$ cat config.mk
export PLATFORM = sky130hd
export DESIGN_NAME = voice_allocator
export DESIGN_NICKNAME = d
export VERILOG_FILES = /design/src/rtl/synth_pkg.sv /design/src/rtl/voice_mixer.sv /design/src/rtl/voice_allocator.sv
export SDC_FILE = /design/constraint.sdc
export NUM_CORES = 1
export LEC_CHECK = 0
export CORE_ASPECT_RATIO = 1.1
export CORE_MARGIN = 5
export CORE_UTILIZATION = 53
export DETAILED_ROUTE_END_ITERATION = 8
export PLACE_DENSITY_LB_ADDON = 0.2
export SLEW_MARGIN = 20
export SYNTH_ARGS = -nofsm -noshare
export SYNTH_HDL_FRONTEND = slang
export SYNTH_SLANG_ARGS = --single-unit
$ cat constraint.sdc
create_clock -name clk -period 31.8 [get_ports clk]
set_input_delay 6.36 -clock clk [delete_from_list [all_inputs] [get_ports clk]]
set_output_delay 6.36 -clock clk [all_outputs]
set_load 0.02 [all_outputs]
$ cat src/rtl/synth_pkg.sv
// Shared constants, command field positions, FSM encoding and a saturation
// helper for the voice allocator and its mixer.
package synth_pkg;

    localparam int MIDI_W = 7;
    localparam int VEL_W  = 8;
    localparam logic [MIDI_W-1:0] NOTE_NONE = 7'h7f;

    localparam int CMD_BIT = 15;
    localparam int NOTE_HI = 14;
    localparam int NOTE_LO = 8;
    localparam int VEL_HI  = 7;
    localparam int VEL_LO  = 0;

    typedef enum logic [1:0] {
        IDLE   = 2'd0,
        SEARCH = 2'd1,
        APPLY  = 2'd2
    } fsm_state_e;

    typedef enum logic [1:0] {
        SAT_NONE = 2'd0,
        SAT_POS  = 2'd1,
        SAT_NEG  = 2'd2
    } sat_e;

    // Classifies a sign-extended value against the signed range of width w.
    function automatic sat_e sat_check(input logic signed [63:0] x, input int unsigned w);
        logic signed [63:0] hi;
        logic signed [63:0] lo;
        hi = (64'sd1 <<< (w - 1)) - 64'sd1;
        lo = -(64'sd1 <<< (w - 1));
        if (x > hi) begin
            sat_check = SAT_POS;
        end else if (x < lo) begin
            sat_check = SAT_NEG;
        end else begin
            sat_check = SAT_NONE;
        end
    endfunction

endpackage

$ cat src/rtl/voice_mixer.sv
// Round-robin frame mixer: one voice slot per cycle, shifted and saturated
// sum emitted with a one-cycle strobe at the end of each frame.
module voice_mixer
    import synth_pkg::*;
#(
    parameter int N_VOICES  = 16,
    parameter int SAMPLE_W  = 16,
    parameter int MIX_SHIFT = 2
) (
    input  logic                         clk,
    input  logic                         rst_n,
    input  logic [N_VOICES-1:0]          gate_i,
    input  logic [SAMPLE_W*N_VOICES-1:0] samples_i,
    output logic [SAMPLE_W-1:0]          sample_o,
    output logic                         sample_valid_o
);
    localparam int IDX_W = $clog2(N_VOICES);
    localparam int ACC_W = SAMPLE_W + $clog2(N_VOICES) + 1;
    localparam logic [IDX_W-1:0] LAST_IDX = IDX_W'(N_VOICES - 1);

    logic [SAMPLE_W-1:0]     samp [N_VOICES];
    logic [IDX_W-1:0]        idx_q, idx_d;
    logic signed [ACC_W-1:0] acc_q, acc_d, term, acc_final, acc_shifted;
    logic [SAMPLE_W-1:0]     sample_q, sample_d;
    logic                    valid_q, last;
    sat_e                    sat_dir;

    for (genvar gi = 0; gi < N_VOICES; gi++) begin : g_unpack
        assign samp[gi] = samples_i[gi*SAMPLE_W +: SAMPLE_W];
    end

    always_comb begin
        last        = (idx_q == LAST_IDX);
        term        = gate_i[idx_q] ? {{(ACC_W-SAMPLE_W){samp[idx_q][SAMPLE_W-1]}}, samp[idx_q]} : '0;
        acc_final   = acc_q + term;
        acc_shifted = acc_final >>> MIX_SHIFT;
        sat_dir     = sat_check({{(64-ACC_W){acc_shifted[ACC_W-1]}}, acc_shifted}, SAMPLE_W);
        case (sat_dir)
            SAT_POS: sample_d = {1'b0, {(SAMPLE_W-1){1'b1}}};
            SAT_NEG: sample_d = {1'b1, {(SAMPLE_W-1){1'b0}}};
            default: sample_d = acc_shifted[SAMPLE_W-1:0];
        endcase
        // The next frame's first term is added on the cycle after the wrap.
        idx_d = last ? '0 : idx_q + 1'b1;
        acc_d = last ? '0 : acc_final;
    end

    always_ff @(posedge clk) begin
        if (!rst_n) begin
            idx_q    <= '0;
            acc_q    <= '0;
            sample_q <= '0;
            valid_q  <= 1'b0;
        end else begin
            idx_q   <= idx_d;
            acc_q   <= acc_d;
            valid_q <= last;
            if (last) begin
                sample_q <= sample_d;
            end
        end
    end

    assign sample_o       = sample_q;
    assign sample_valid_o = valid_q;

endmodule

$ cat src/rtl/voice_allocator.sv
// Note command handler: assigns notes to voice slots (retrigger, note-off,
// STOP_ALL, oldest-voice stealing) and feeds the frame mixer.
module voice_allocator
    import synth_pkg::*;
#(
    parameter int N_VOICES  = 16,
    parameter int SAMPLE_W  = 16,
    parameter int MIX_SHIFT = 2,
    parameter int AGE_W     = 8
) (
    input  logic                         clk,
    input  logic                         rst_n,
    input  logic [15:0]                  i_data,
    input  logic                         i_valid,
    output logic                         o_ready,
    output logic [N_VOICES-1:0]          o_gate,
    output logic [MIDI_W*N_VOICES-1:0]   o_note,
    output logic [VEL_W*N_VOICES-1:0]    o_vel,
    output logic [N_VOICES-1:0]          o_trig,
    input  logic [SAMPLE_W*N_VOICES-1:0] i_samples,
    output logic [SAMPLE_W-1:0]          o_sample,
    output logic                         o_sample_valid
);
    localparam int IDX_W = $clog2(N_VOICES);
    localparam logic [AGE_W-1:0] AGE_MAX = '1;

    fsm_state_e        state_q, state_d;
    logic [15:0]       cmd_q;
    logic [N_VOICES-1:0] gate_q, trig_q;
    logic [MIDI_W-1:0] note_q [N_VOICES];
    logic [VEL_W-1:0]  vel_q  [N_VOICES];
    logic [AGE_W-1:0]  age_q  [N_VOICES];

    logic              cmd_on;
    logic [MIDI_W-1:0] cmd_note;
    logic [VEL_W-1:0]  cmd_vel;
    logic              match_hit_d, match_hit_q, free_hit_d, free_hit_q, oldest_hit;
    logic [IDX_W-1:0]  match_idx_d, match_idx_q, free_idx_d, free_idx_q;
    logic [IDX_W-1:0]  oldest_idx_d, oldest_idx_q, target_idx;
    logic [AGE_W-1:0]  oldest_age;

    assign cmd_on   = cmd_q[CMD_BIT];
    assign cmd_note = cmd_q[NOTE_HI:NOTE_LO];
    assign cmd_vel  = cmd_q[VEL_HI:VEL_LO];

    always_ff @(posedge clk) begin
        if (!rst_n) begin
            state_q <= IDLE;
        end else begin
            state_q <= state_d;
        end
    end

    always_comb begin
        state_d = state_q;
        case (state_q)
            IDLE:    if (i_valid) state_d = SEARCH;
            SEARCH:  state_d = APPLY;
            APPLY:   state_d = IDLE;
            default: state_d = IDLE;
        endcase
    end

    always_comb begin
        o_ready = (state_q == IDLE);
    end

    // Lowest-index wins for match/free; strict compare keeps the lowest on age ties.
    always_comb begin
        match_hit_d  = 1'b0;
        match_idx_d  = '0;
        free_hit_d   = 1'b0;
        free_idx_d   = '0;
        oldest_hit   = 1'b0;
        oldest_idx_d = '0;
        oldest_age   = '0;
        for (int i = 0; i < N_VOICES; i++) begin
            if (gate_q[i] && note_q[i] == cmd_note && !match_hit_d) begin
                match_hit_d = 1'b1;
                match_idx_d = IDX_W'(i);
            end
            if (!gate_q[i] && !free_hit_d) begin
                free_hit_d = 1'b1;
                free_idx_d = IDX_W'(i);
            end
            if (gate_q[i] && (!oldest_hit || age_q[i] > oldest_age)) begin
                oldest_hit   = 1'b1;
                oldest_idx_d = IDX_W'(i);
                oldest_age   = age_q[i];
            end
        end
        target_idx = match_hit_q ? match_idx_q : (free_hit_q ? free_idx_q : oldest_idx_q);
    end

    always_ff @(posedge clk) begin
        if (!rst_n) begin
            cmd_q        <= '0;
            gate_q       <= '0;
            trig_q       <= '0;
            match_hit_q  <= 1'b0;
            match_idx_q  <= '0;
            free_hit_q   <= 1'b0;
            free_idx_q   <= '0;
            oldest_idx_q <= '0;
            for (int i = 0; i < N_VOICES; i++) begin
                note_q[i] <= NOTE_NONE;
                vel_q[i]  <= '0;
                age_q[i]  <= '0;
            end
        end else begin
            trig_q <= '0;
            if (o_ready && i_valid) begin
                cmd_q <= i_data;
            end
            if (state_q == SEARCH) begin
                match_hit_q  <= match_hit_d;
                match_idx_q  <= match_idx_d;
                free_hit_q   <= free_hit_d;
                free_idx_q   <= free_idx_d;
                oldest_idx_q <= oldest_idx_d;
            end
            if (state_q == APPLY) begin
                for (int i = 0; i < N_VOICES; i++) begin
                    if (cmd_on && cmd_note != NOTE_NONE) begin
                        if (IDX_W'(i) == target_idx) begin
                            gate_q[i] <= 1'b1;
                            note_q[i] <= cmd_note;
                            vel_q[i]  <= cmd_vel;
                            age_q[i]  <= '0;
                            trig_q[i] <= 1'b1;
                        end else if (gate_q[i] && age_q[i] != AGE_MAX) begin
                            age_q[i] <= age_q[i] + 1'b1;
                        end
                    end else if (!cmd_on && (cmd_note == NOTE_NONE
                                 || (match_hit_q && IDX_W'(i) == match_idx_q))) begin
                        gate_q[i] <= 1'b0;
                        note_q[i] <= NOTE_NONE;
                        vel_q[i]  <= '0;
                        age_q[i]  <= '0;
                    end
                end
            end
        end
    end

    for (genvar gi = 0; gi < N_VOICES; gi++) begin : g_pack
        assign o_note[gi*MIDI_W +: MIDI_W] = note_q[gi];
        assign o_vel[gi*VEL_W +: VEL_W]    = vel_q[gi];
    end

    assign o_gate = gate_q;
    assign o_trig = trig_q;

    voice_mixer #(
        .N_VOICES  (N_VOICES),
        .SAMPLE_W  (SAMPLE_W),
        .MIX_SHIFT (MIX_SHIFT)
    ) u_mixer (
        .clk            (clk),
        .rst_n          (rst_n),
        .gate_i         (gate_q),
        .samples_i      (i_samples),
        .sample_o       (o_sample),
        .sample_valid_o (o_sample_valid)
    );

endmodule

==> results of run 1 <==
## placed cells by master (no fill, tap or decap), types with 10 or more instances in the layout
master / count
mux2_2: 42
xor2_1: 48
o211ai_1: 10
mux4_2: 83
clkbuf_8: 10
o21ai_0: 80
clkbuf_1: 14
nand2_1: 162
diode_2: 12
ha_1: 149
o21a_1: 16
inv_1: 148
nand2b_1: 63
and2_1: 120
or2_2: 13
a221o_1: 16
nand3_1: 103
mux2i_1: 46
a21o_1: 25
nor3_1: 29
dfxtp_1: 96
or3_1: 79
a211oi_1: 10
nor2_1: 282
buf_4: 45
nor2b_1: 44
and3_1: 59
clkdlybuf4s50_1: 564
o21ai_1: 12
edfxtp_1: 368
xnor2_1: 177
clkbuf_16: 52
a21oi_1: 102
nand4_1: 72
a31oi_1: 18
## area by class of cell
cell class                      count  area share, %
Tap cell                          736           2.48
Clock inverter                     18          0.646
Timing Repair Buffer              609           16.1
Inverter                          151           1.52
Clock buffer                       76           4.01
Antenna cell                       12         0.0807
Sequential cell                   474           35.5
Multi-Input combinational cell   1996           39.7
## critical path: cells and delay by family, from the launching register on
family,cells,cell delay (ns)
compound gates,71,14.22
fa+ha+maj,15,4.18
buf+inv,13,1.60
flops,1,0.61
mux,11,3.85
simple gates,32,5.02
## final timing paths
path	start	end	cells after the start
max reg2reg	o_gate[0]	oldest_idx_q[2]	142
min	u_mixer.sample_o[15]	u_mixer.sample_o[15]	2
max	o_gate[0]	oldest_idx_q[2]	142
min reg2reg	u_mixer.sample_o[15]	u_mixer.sample_o[15]	2
## what timing repair did
item	4_1_cts	5_1_grt
buffers inserted	0	0
endpoints found under the setup margin	0	4
gates resized for setup	0	6
## through the flow
step	instance area [um2]	setup slack [ns]	cells	hold WS, ns	util [%]
final	37200	2.11	4072	0.451	68.3
after global routing	37200	0.0549	4061	0.513	68.2
after CTS	37100	1.12	4060	0.459	68.1
after detailed placement	35400	1.23	3966	0.445	64.9
after global placement	35400	2.32	3966	0.447	64.9
after floorplan	29000	3.69	2755	0.484	-
## power by group through the flow
| stage | clock network [mW] | logic [mW] | registers [mW] |
|---|---|---|---|
| floorplan | 0 | 0.106 | 0.726 |
| global placement | 0 | 0.204 | 0.725 |
| detailed placement | 0 | 0.208 | 0.726 |
| CTS | 0.618 | 0.209 | 0.713 |
| global route | 0.644 | 0.224 | 0.715 |
| finish | 0.613 | 0.212 | 0.713 |
## cell families after synthesis
group                      count (synthesis)
AOI/OAI and AO/OA                        384
adders and majority gates                150
muxes                                    178
xor gates and xnor gates                 225
and+or+nand+nor                         1059
DFF                                      474
buffers and inverters                    285
## state kept, by name, indices dropped and copies added, names as in the netlist, 16 cells and up
name	flops
note_q	112
u_mixer.sample_o	16
o_trig	16
u_mixer.acc_q	21
o_gate	16
vel_q	128
age_q	128
cmd_q	16
## layer usage
layer  up-vias  track usage [%]
met3       208             9.24
li1      11100                -
met1     12100             43.2
met5         -                0
met4         6             9.32
met2      1143             52.2
==> results.sh, run 1 <==
export IMPL_cts_num_sinks=474
export IMPL_synth_compound_area_share_pct=8.79
export IMPL_finClkSkew_ns=0.0487
export IMPL_ys_types=83
export IMPL_yosysTopAreaCell="edfxtp_1"
export IMPL_internal_power_mw=1.14
export IMPL_min_period_ns=29.69
export IMPL_p_sw_share_pct=25.6
export IMPL_top_layer="met5"
export IMPL_synth_area_leaders="edfxtp_1, dfxtp_1, mux4_2"
export IMPL_clock_latency_ns=0.64
export IMPL_clockRootBuffer="clkbuf_16"
export IMPL_wl_um=101000
export IMPL_h_tree_depth=2
export IMPL_crit_path_frequent_cell="ha_1"
export IMPL_grt_usage_pct=32.4
export IMPL_synth_edf_count=368
export IMPL_coreArea_um2=54500
export IMPL_vdd_drop_max_uv=46.7
export IMPL_report_final_setup_viol=0
export IMPL_yosysWarnings=0
export IMPL_clkTransAtPathRegs_ns=0.06
export IMPL_synth_main_ff_cell="edfxtp_1"
export IMPL_max_slew_margin_pct=30.3
export IMPL_dieWidth_um=233
export IMPL_netlist_area_leader_share_pct=38.1
export IMPL_p_switching_mw=0.394
export IMPL_fillCellCount=4194
export IMPL_grt_pass1_vias=24100
export IMPL_multi_input_comb_area_um2=14800
export IMPL_synth_common_cells="edfxtp_1, nor2_1, xnor2_1"
export IMPL_hold_path_class="flop to flop"
export IMPL_wl_met2_um=47000
export IMPL_syn_area_um2=29000
export IMPL_io_pins=565
export IMPL_viasPerCell=6.04
export IMPL_hpwl_um=76300
export IMPL_rows=90
export IMPL_status="finished clean"
export IMPL_yosysMostFrequentCell="edfxtp_1"
export IMPL_worst_path_largest_cell_delay_ns=0.61
export IMPL_p_per_area_nw_per_um2=41.3
export IMPL_setup_tns_ns=0
export IMPL_synth_top_family_by_area="simple AND/OR/NAND/NOR gates"
export IMPL_tightest_slew_ns=1.04
export IMPL_drv_cap=0
export IMPL_seq_area_um2=13200
export IMPL_ant_nets=0
export IMPL_synth_simple_area_share_pct=18.7
export IMPL_wl_per_cell_um=24.7
export IMPL_critPathKind="flop to flop"
export IMPL_drtIter0Drc=2546
export IMPL_grt_setup_unrepaired="false"
export IMPL_cts_tree="built"
export IMPL_max_freq_mhz=33.7
export IMPL_critical_path_max_fanout=21
export IMPL_io_buffers=564
export IMPL_slowest_stage="dfxtp_2"
export IMPL_synth_cells=2755
export IMPL_drc_errors=0
export IMPL_layout_drive_gt1_share_pct=9.03
export IMPL_place_gp_congestion=0.973
export IMPL_synth_adder_area_share_pct=6.50
export IMPL_synth_seq_cells=474
export IMPL_power_frac_clock_pct=39.9
export IMPL_grt_pass1_wl_um=147000
export IMPL_grt_ovfl_total=0
export IMPL_synth_xor_area_share_pct=6.80
export IMPL_power_frac_comb_pct=13.8
export IMPL_start_util_pct=53.2
export IMPL_die_y_um=255
export IMPL_arrival_ns=30.16
export IMPL_grt_max_degree=58
export IMPL_numCtsBuffers=50
export IMPL_hold_viol_final=0
export IMPL_synth_avg_cell_area_um2=10.5
export IMPL_areaGrowthSynthToFinish_pct=28.3
export IMPL_leakage_nw=13.6
export IMPL_drtPass1Iterations=6
export IMPL_end_kind="flop"
export IMPL_cp_required_ns=32.27
export IMPL_finalCritPeriodShare_pct=93.4
export IMPL_share_seq_of_total_power_pct=46.4
export IMPL_cts_hold_buf=0
export IMPL_cp_start_kind="flop"
export IMPL_async_flop_share_pct=0
export IMPL_syn_nets=3180
export IMPL_antenna_found_initial=14
export IMPL_dieArea_um2=59500
export IMPL_slew_violations=0
export IMPL_via_count=24600
export IMPL_met1Wirelength_um=40500
export IMPL_synthMuxAreaShare_pct=10.0
export IMPL_ff2ff_setup_slack_ns=2.11
export IMPL_cts_buffer_depth=3
export IMPL_wl_met3_um=9980
export IMPL_nets=3707
export IMPL_finalPower_mw=1.54
export IMPL_seq_area_frac_synth_pct=45.4
Power figures use the tool's default switching activity.
==> inputs of run 2 (changes only) <==
Settings changed: SKIP_CTS_REPAIR_TIMING set to 1.
==> results of run 2 <==
Final layout, timing and power as in run 1 (identical DEF).
